[config.mk]
export PLATFORM = sky130hd
export DESIGN_NAME = peripheral_uart_rx
export DESIGN_NICKNAME = d
export VERILOG_FILES = /design/src/rtl/peripheral_uart_pkg.sv /design/src/rtl/peripheral_uart_sync.sv /design/src/rtl/peripheral_uart_rx.sv
export SDC_FILE = /design/constraint.sdc
export NUM_CORES = 1
export LEC_CHECK = 0
export CAP_MARGIN = 20
export CORE_ASPECT_RATIO = 0.6
export CORE_MARGIN = 3
export CORE_UTILIZATION = 40
export DETAILED_ROUTE_END_ITERATION = 7
export PLACE_DENSITY = 0.63
export REMOVE_ABC_BUFFERS = 1
export SLEW_MARGIN = 20
export SYNTH_ARGS = -nofsm -noshare
export SYNTH_HDL_FRONTEND = slang
export SYNTH_HIERARCHICAL = 1
export SYNTH_SLANG_ARGS = --single-unit
export TNS_END_PERCENT = 10
[constraint.sdc]
create_clock -name clk_i -period 3.07 [get_ports clk_i]
set_input_delay 0.307 -clock clk_i [delete_from_list [all_inputs] [get_ports clk_i]]
set_output_delay 0.307 -clock clk_i [all_outputs]
set_load 0.05 [all_outputs]
[src/rtl/peripheral_uart_pkg.sv]
// Shared UART types and helpers for the receiver and transmitter.
package peripheral_uart_pkg;

  typedef enum logic [2:0] {
    IDLE      = 3'd0,
    START     = 3'd1,
    DATA      = 3'd2,
    PARITY    = 3'd3,
    STOP1     = 3'd4,
    STOP2     = 3'd5,
    DONE      = 3'd6,
    WAIT_HIGH = 3'd7
  } uart_rx_state_t;

  localparam int unsigned MAX_DATA_BITS = 8;

  // Data-bit count selected by cfg_bits: 00/01/10/11 -> 5/6/7/8.
  function automatic logic [3:0] uart_data_bits(input logic [1:0] cfg_bits);
    return 4'd5 + {2'b00, cfg_bits};
  endfunction

endpackage

[src/rtl/peripheral_uart_sync.sv]
// Metastability synchroniser for the asynchronous serial line; resets to idle (1).
module peripheral_uart_sync #(
  parameter int STAGES = 2
) (
  input  logic clk_i,
  input  logic rstn_i,
  input  logic d_i,
  output logic q_o
);

  logic [STAGES-1:0] sync_q;

  // Shift the raw input through the synchroniser chain.
  always_ff @(posedge clk_i or negedge rstn_i) begin
    if (!rstn_i) sync_q <= '1;
    else         sync_q <= {sync_q[STAGES-2:0], d_i};
  end

  assign q_o = sync_q[STAGES-1];

endmodule

[src/rtl/peripheral_uart_rx.sv]
// UART receiver: mid-bit sampling, 5-8 data bits LSB first, optional even parity,
// 1 or 2 stop bits, valid/ready output and sticky parity/frame/overrun flags.
//
// state     | meaning
// IDLE      | line idle, waiting for a falling edge
// START     | waiting for mid start bit to confirm it is not a glitch
// DATA      | sampling data bits
// PARITY    | sampling the even-parity bit
// STOP1     | sampling the first stop bit
// STOP2     | sampling the second stop bit
// DONE      | one clock: load output register
// WAIT_HIGH | line held low (break), wait for it to return high
module peripheral_uart_rx
  import peripheral_uart_pkg::*;
#(
  parameter int SYNC_STAGES = 2
) (
  input  logic        clk_i,
  input  logic        rstn_i,
  input  logic        rx_i,
  output logic        busy_o,
  input  logic        cfg_en_i,
  input  logic [15:0] cfg_div_i,
  input  logic        cfg_parity_en_i,
  input  logic [1:0]  cfg_bits_i,
  input  logic        cfg_stop_bits_i,
  output logic [7:0]  rx_data_o,
  output logic        rx_valid_o,
  input  logic        rx_ready_i,
  output logic        err_parity_o,
  output logic        err_frame_o,
  output logic        err_overrun_o,
  input  logic        err_clr_i
);

  uart_rx_state_t state, state_nxt;

  logic        rx_s;
  logic        rx_d;
  logic        fall;
  logic [15:0] cnt;
  logic [15:0] half;
  logic        sample;
  logic [2:0]  bit_cnt;
  logic        bit_last;
  logic [3:0]  n_bits;
  logic [7:0]  shift_reg;
  logic [7:0]  data_aligned;
  logic        shift_en;
  logic        load;
  logic        par_err_set;
  logic        frm_err_set;
  logic        ovr_err_set;

  peripheral_uart_sync #(
    .STAGES (SYNC_STAGES)
  ) u_sync (
    .clk_i  (clk_i),
    .rstn_i (rstn_i),
    .d_i    (rx_i),
    .q_o    (rx_s)
  );

  // Delay flop for falling-edge detection on the synchronised line.
  always_ff @(posedge clk_i or negedge rstn_i) begin
    if (!rstn_i) rx_d <= 1'b1;
    else         rx_d <= rx_s;
  end

  assign fall         = rx_d & ~rx_s;
  assign half         = cfg_div_i >> 1;
  assign n_bits       = uart_data_bits(cfg_bits_i);
  assign bit_last     = ({1'b0, bit_cnt} == (n_bits - 4'd1));
  assign sample       = (state == START) ? (cnt == half) : (cnt == cfg_div_i);
  assign data_aligned = shift_reg >> (4'd8 - n_bits);
  assign ovr_err_set  = load & rx_valid_o & ~rx_ready_i;
  assign busy_o       = (state != IDLE);

  // State register.
  always_ff @(posedge clk_i or negedge rstn_i) begin
    if (!rstn_i) state <= IDLE;
    else         state <= state_nxt;
  end

  // Next-state decode and per-sample actions. The edge-detect cycle counts as
  // baud tick 0 of the start bit, so with half == 0 the start bit is already
  // confirmed there and the FSM goes straight to DATA.
  always_comb begin
    state_nxt   = state;
    shift_en    = 1'b0;
    load        = 1'b0;
    par_err_set = 1'b0;
    frm_err_set = 1'b0;
    case (state)
      IDLE: begin
        if (cfg_en_i && fall) state_nxt = (half == 16'd0) ? DATA : START;
      end
      START: begin
        if (sample) state_nxt = rx_s ? IDLE : DATA;
      end
      DATA: begin
        if (sample) begin
          shift_en = 1'b1;
          if (bit_last) state_nxt = cfg_parity_en_i ? PARITY : STOP1;
        end
      end
      PARITY: begin
        if (sample) begin
          par_err_set = (rx_s != ^shift_reg);
          state_nxt   = STOP1;
        end
      end
      STOP1: begin
        if (sample) begin
          frm_err_set = ~rx_s;
          state_nxt   = cfg_stop_bits_i ? STOP2 : DONE;
        end
      end
      STOP2: begin
        if (sample) begin
          frm_err_set = ~rx_s;
          state_nxt   = DONE;
        end
      end
      DONE: begin
        load      = 1'b1;
        state_nxt = rx_s ? IDLE : WAIT_HIGH;
      end
      WAIT_HIGH: begin
        if (rx_s) state_nxt = IDLE;
      end
      default: state_nxt = IDLE;
    endcase
    if (!cfg_en_i) begin
      state_nxt   = IDLE;
      shift_en    = 1'b0;
      load        = 1'b0;
      par_err_set = 1'b0;
      frm_err_set = 1'b0;
    end
  end

  // Baud counter: held at 0 in IDLE, restarts after every sample point.
  always_ff @(posedge clk_i or negedge rstn_i) begin
    if (!rstn_i) begin
      cnt <= 16'd0;
    end else begin
      case (state)
        IDLE:                             cnt <= (cfg_en_i && fall && half != 16'd0) ? 16'd1 : 16'd0;
        START, DATA, PARITY, STOP1, STOP2: cnt <= sample ? 16'd0 : cnt + 16'd1;
        default:                          cnt <= 16'd0;
      endcase
    end
  end

  // Data shift register (new bit at MSB) and data-bit counter; cleared in IDLE
  // so unused low bits stay 0 and the parity XOR covers only received bits.
  always_ff @(posedge clk_i or negedge rstn_i) begin
    if (!rstn_i) begin
      shift_reg <= 8'd0;
      bit_cnt   <= 3'd0;
    end else if (shift_en) begin
      shift_reg <= {rx_s, shift_reg[7:1]};
      bit_cnt   <= bit_cnt + 3'd1;
    end else if (state == IDLE) begin
      shift_reg <= 8'd0;
      bit_cnt   <= 3'd0;
    end else if (state != DATA) begin
      bit_cnt   <= 3'd0;
    end
  end

  // Output register with valid/ready handshake; a new char always overwrites.
  always_ff @(posedge clk_i or negedge rstn_i) begin
    if (!rstn_i) begin
      rx_data_o  <= 8'd0;
      rx_valid_o <= 1'b0;
    end else if (load) begin
      rx_data_o  <= data_aligned;
      rx_valid_o <= 1'b1;
    end else if (rx_valid_o && rx_ready_i) begin
      rx_valid_o <= 1'b0;
    end
  end

  // Sticky error flags; a set in the same cycle as a clear wins.
  always_ff @(posedge clk_i or negedge rstn_i) begin
    if (!rstn_i) begin
      err_parity_o  <= 1'b0;
      err_frame_o   <= 1'b0;
      err_overrun_o <= 1'b0;
    end else begin
      err_parity_o  <= par_err_set | (err_parity_o  & ~err_clr_i);
      err_frame_o   <= frm_err_set | (err_frame_o   & ~err_clr_i);
      err_overrun_o <= ovr_err_set | (err_overrun_o & ~err_clr_i);
    end
  end

endmodule
### Word-level counts from Yosys, hierarchy flattened

Cells that the tools add are included.

| storage, ports and cells | value |
|---|---|
| flip-flop bits (word level) | 45 |
| word-level logic and storage cells | 100 |

| cells by class | value |
|---|---|
| shift operators | 1 |
| add/subtract/negate cells | 5 |
| bitwise operators | 12 |
| mux-type cells | 37 |
| equal/unequal tests | 20 |
| reductions and logical operators | 14 |

Operators by type and width:

| kind | number |
|---|---|
| $mux 3 | 14 |
| $pmux 16 s2 | 1 |
| $pmux 3 s8 | 1 |
| $ne 3x3->1 const B | 7 |
| $add 16x1->16 const B | 1 |
| $eq 16x15->1 | 1 |
| $eq 16x16->1 | 1 |
| $logic_not 16->1 | 1 |
| $mux 16 | 1 |
| $mux 8 | 2 |
| $reduce_bool 16->1 | 1 |
| $mux 1 | 15 |
| $eq 3x3->1 const B | 4 |
| $reduce_and 8->1 | 1 |
| $reduce_xor 8->1 | 1 |
| $shr 8x4->8 | 1 |
| $and 1x1->1 | 6 |
| $eq 3x2->1 const B | 2 |
| $mux 2 | 3 |
| $ne 3x2->1 const B | 2 |
| $reduce_bool 3->1 | 2 |
| $reduce_or 5->1 | 1 |
| $add 3x2->4 const A | 1 |
| $eq 3x4->1 | 1 |
| other kinds (11) | 18 |

### Longest topological paths before layout

| depth | value |
|---|---|
| depth in word-level cells | 7 |
| mapped depth | 10 |
| depth with buffers taken out | 7 |

### Modules after synthesis

The synthesis kept the hierarchy.

Modules (own cells, without submodules):

| module | cells each | area each (um^2) | instances | seq. area each (um^2) |
|---|---|---|---|---|
| peripheral_uart_rx | 318 | 2885.3 | 1 | 1077.3 |
| peripheral_uart_sync | 2 | 52.6 | 1 | 52.6 |

### Worst setup path after synthesis

Ideal clock, no wire load.

| timing | value |
|---|---|
| path kind | register to register |
| start point | reg state[1] |
| end point | reg shift_reg[0] |
| setup slack | 0.531 ns |
| data required time | 2.991 ns |
| data arrival time | 2.459 ns |
| cell stages (with the launch flop) | 9 |
| clock period less this slack | 2.539 ns |
| path buffers | 2 |
| cell sequence | dfrtp_1 > buf_6 > nor3b_4 > buf_6 > o21ai_1 > a2111oi_4 > nand3_4 > nor4_4 > mux2i_1 |

| on the way | value |
|---|---|
| word-level cells in the longest chain between the ends | 6 |
| elaborated cells on any way between the ends | 9 |
| those cells by class | eq/ne: 2; mux: 5; reduce/logical: 2 |

RTL lines:

| what | line | source |
|---|---|---|
| start, declared | peripheral_uart_rx.sv:36 | `uart_rx_state_t state, state_nxt;` |
| start signal, assigned | peripheral_uart_rx.sv:82 | `else state <= state_nxt;` |
| $eq 3x1->1 | peripheral_uart_rx.sv:74 | `assign sample = (state == START) ? (cnt == half) : (cnt == cfg_div_i);` |
| $mux 1 | peripheral_uart_rx.sv:74 |  |
| $mux 1 | peripheral_uart_rx.sv:102 | `if (sample) begin` |
| $mux 1 | peripheral_uart_rx.sv:94 | `case (state)` |
| $mux 1 | peripheral_uart_rx.sv:134 | `if (!cfg_en_i) begin` |
| $mux 8 or $reduce_bool 2->1 (tied branches) | n/a |  |
| end signal, assigned | peripheral_uart_rx.sv:163 | `shift_reg <= {rx_s, shift_reg[7:1]};` |
| end, declared | peripheral_uart_rx.sv:47 | `logic [7:0] shift_reg;` |

Parallel ways exist; a longest one is shown, timed or not.
A chain may end at the register's enable or synchronous reset.

### Final worst setup path

| timing | value |
|---|---|
| start point | reg state[0] |
| end point | reg shift_reg[6] |

Same word-level chain as after synthesis.

==> results.md <==
- Library cells used by synthesis: 63
- Slew HR: 59.9%
- Pint: 1080 µW
- Mux cell area share after synthesis: 9.41%
- Final worst slack: 0.363 ns
- Switching fraction of total power: 29.5%
- Synthesis Warnings: 6
- Mapped cell area: 2940 µm²
- Post-route cell area: 3560 µm²
- Worst-path clk slew: 0.06 ns
- Seq pwr share: 41.0%
- Residual DRC count: 0
- Fin crit share: 88.2%
- First-pass GRT wire length: 11.8 mm
- Flip-flop count of the largest register after layout: 16
- Leakage: 0.00136 µW
- Area grow syn2layout: 21.1%
- Max Clk Rate: 0.369 GHz
- EDFF count, synth: 0
- Iter 0 DRT Violations: 261
- Die Ht: 72.4 µm
- Drt pass-1 iters: 5
- Global-route usage over all layers: 17.9%
- Post-Synth Adder-Cell Area: 0.852%
- Pre-CTS setup slack: 0.212 ns
- Via density: 5.36
- Unrepaired setup endpoints after global routing: false
- Core area: 6910 µm²
- Vias: 2,391
- Share of the core filled with cells: 51.5%
- CP required: 3.27 ns
- Starting Density: 42.5%
- Synth area leader: dfrtp_1
- Most frequent cells in the layout: dfrtp_1 (42), nand2_1 (37), clkdlybuf4s50_1 (37), xnor2_1 (26), nor2_1 (25)
- Number of I/O port buffers: 38
- Sequential fraction of the synthesis area: 38.5%
- Slew Viols, Final: 0
- Fin Hold WS: 0.0184 ns
- Gate power share: 24.0%
- ANT cells: 0
- Drt wl/cell: 15.7 µm
- Clock latency on the worst-skew pair: 0.28 ns
- Worst Hold Class: in -> async
- Part of the power in the clock network: 35.0%
- CTS max path bufs: 2
- # IOs: 39
- Largest family of logic cells by synthesized area: simple AND/OR/NAND/NOR gates
- CTS buffer count: 5
- Yosys reg bits: 45
- CP Class: reg -> reg
- Die Wd: 117 µm
- Mapped Cells: 320
- Setup TNS: 0 ns
- Min Tclk post-route: 2.71 ns
- Largest cells by area after synthesis: dfrtp_1 (36%), xnor2_1 (7.8%), mux2i_1 (7.5%), nand2_1 (4.7%), nor2_1 (3.2%)
- Avg Inst Size Synth: 9.18 µm²
- Max VDD drop: 203 µV
- Total Nets Final: 386
- Asr flop ratio synth: 100%
- Crit Path Max Fanout: 13
- Largest net degree at the start of global routing: 46
- Final ANT Viol Nets: 0
- CTS tree: done
- Root Driver: clkbuf_16
- Commonest non-fill, non-tap cell in the layout: dfrtp_1
- Number of global-route vias before repair: 2,245
- Num rows: 23
- Skew final: 0.00560 ns
- Post-cts resize count: 0
- Status: complete, no violations
- Layout fillers: 632
- H-tree level count: 2
- Antenna violations before repair: 0
- Drt total wl: 7.00 mm
- Post-CTS setup buffer count: 0
- Detailed placement HPWL: 5.41 mm
- Post-synthesis simple-gate area fraction: 22.6%
- Worst setup EP type: flop
- Clock Sink Count: 45
- Slew @ Worst Pin: 0.587 ns
- Switching pwr: 449 µW
- Crit start category: flop
- Final Setup Violations: 0
- Synth Area in Compound Gates: 12.7%
- Grt total ovfl: 0
- Synth Flop Type: dfrtp_1
- CTS Hold Bufs: 0
- XOR/XNOR Fraction of Synth Area: 10.4%
- Share of cells above drive strength 1: 9.75%
- Fin. Hold Viols: 0
- DP Area: 3410 µm²
- Die area: 8440 µm²
- Power Density: 429 nW/µm²
- RePlAce Congestion: 0.986
- Yosys top cell area share: 35.8%
- Arrival @ worst endpoint: 2.91 ns
- Maxcap violations: 0
Yosys cell counts (2+ instances only):
cell type	number
o22ai_1	2
nand2_1	37
nor4_1	3
a222oi_1	2
xnor2_1	26
clkbuf_1	11
dfstp_2	3
mux2i_1	22
ha_1	2
o211ai_1	3
nand4_1	6
o21ai_0	10
o41ai_1	3
dfrtp_1	42
nand3_1	12
nand2b_1	10
xor2_1	9
buf_6	2
or4_1	2
inv_1	20
nor3_1	5
a21oi_1	10
nor3_4	2
o221ai_1	2
nor2_1	25
mux2_2	5
a31oi_1	3
nor2b_1	6
cells by family after synthesis:
| group | after synthesis |
|---|---|
| simple gates | 122 |
| compound gates | 51 |
| flops | 45 |
| buf+inv | 38 |
| xor+xnor | 35 |
| mux | 27 |
| fa+ha+maj | 2 |
power groups by stage:
stage                     clock [µW]  combinational [µW]  sequential, µW
after global placement             0                 367             635
final                            534                 367             625
after detailed placement           0                 363             636
after global routing             576                 399             627
after CTS                        549                 366             625
after floorplan                    0                 208             641
worst max-delay path, stage by stage (launching register included):
cell      delay, ns
dfrtp_1        0.35
buf_4          0.19
or3b_1         0.53
o21ai_0        0.21
o221ai_1       0.24
nor3_4         0.23
nand3_4        0.16
nor4_4         0.27
buf_4          0.23
mux2i_1        0.21
metal layers:
layer | up-vias | track usage [%] | routed length [µm]
met2 | 77 | 21.5 | 2570
met1 | 1117 | 30.1 | 3800
met3 | 5 | 4.92 | 564
met4 | 0 | 4.58 | 65
li1 | 1192 | - | -
met5 | - | 0 | 0
cell type report:
cell class	instances	area, µm²	share of cell area [%]
multi-input combinational	237	1650	46.2
sequential	45	1130	31.8
timing repair buffer	47	445	12.5
clock buffer	8	146	4.11
tap	87	109	3.06
inverter	22	82.6	2.32
worst paths after layout:
kind / start / endpoint / slack [ns] / cells past startpoint
setup / recovery: state[0] / shift_reg[6] / 0.36 / 9
hold / removal: rstn_i / rx_valid_o / 0.02 / 1
setup reg to reg: state[0] / shift_reg[6] / 0.36 / 9
hold reg to reg: u_sync/sync_q[0] / u_sync/sync_q[1] / 0.36 / 0
max in group asynchronous: rstn_i / cnt[14] / 2.65 / 1
min in group clk_i: u_sync/sync_q[0] / u_sync/sync_q[1] / 0.36 / 0
per-stage QoR:
| step | std cells | power, µW |
|---|---|---|
| floorplan | 304 | 849 |
| CTS | 446 | 1540 |
| global placement | 438 | 1000 |
| detailed placement | 438 | 999 |
| global route | 446 | 1600 |
| finish | 446 | 1530 |
Power figures use the tool's default switching activity.
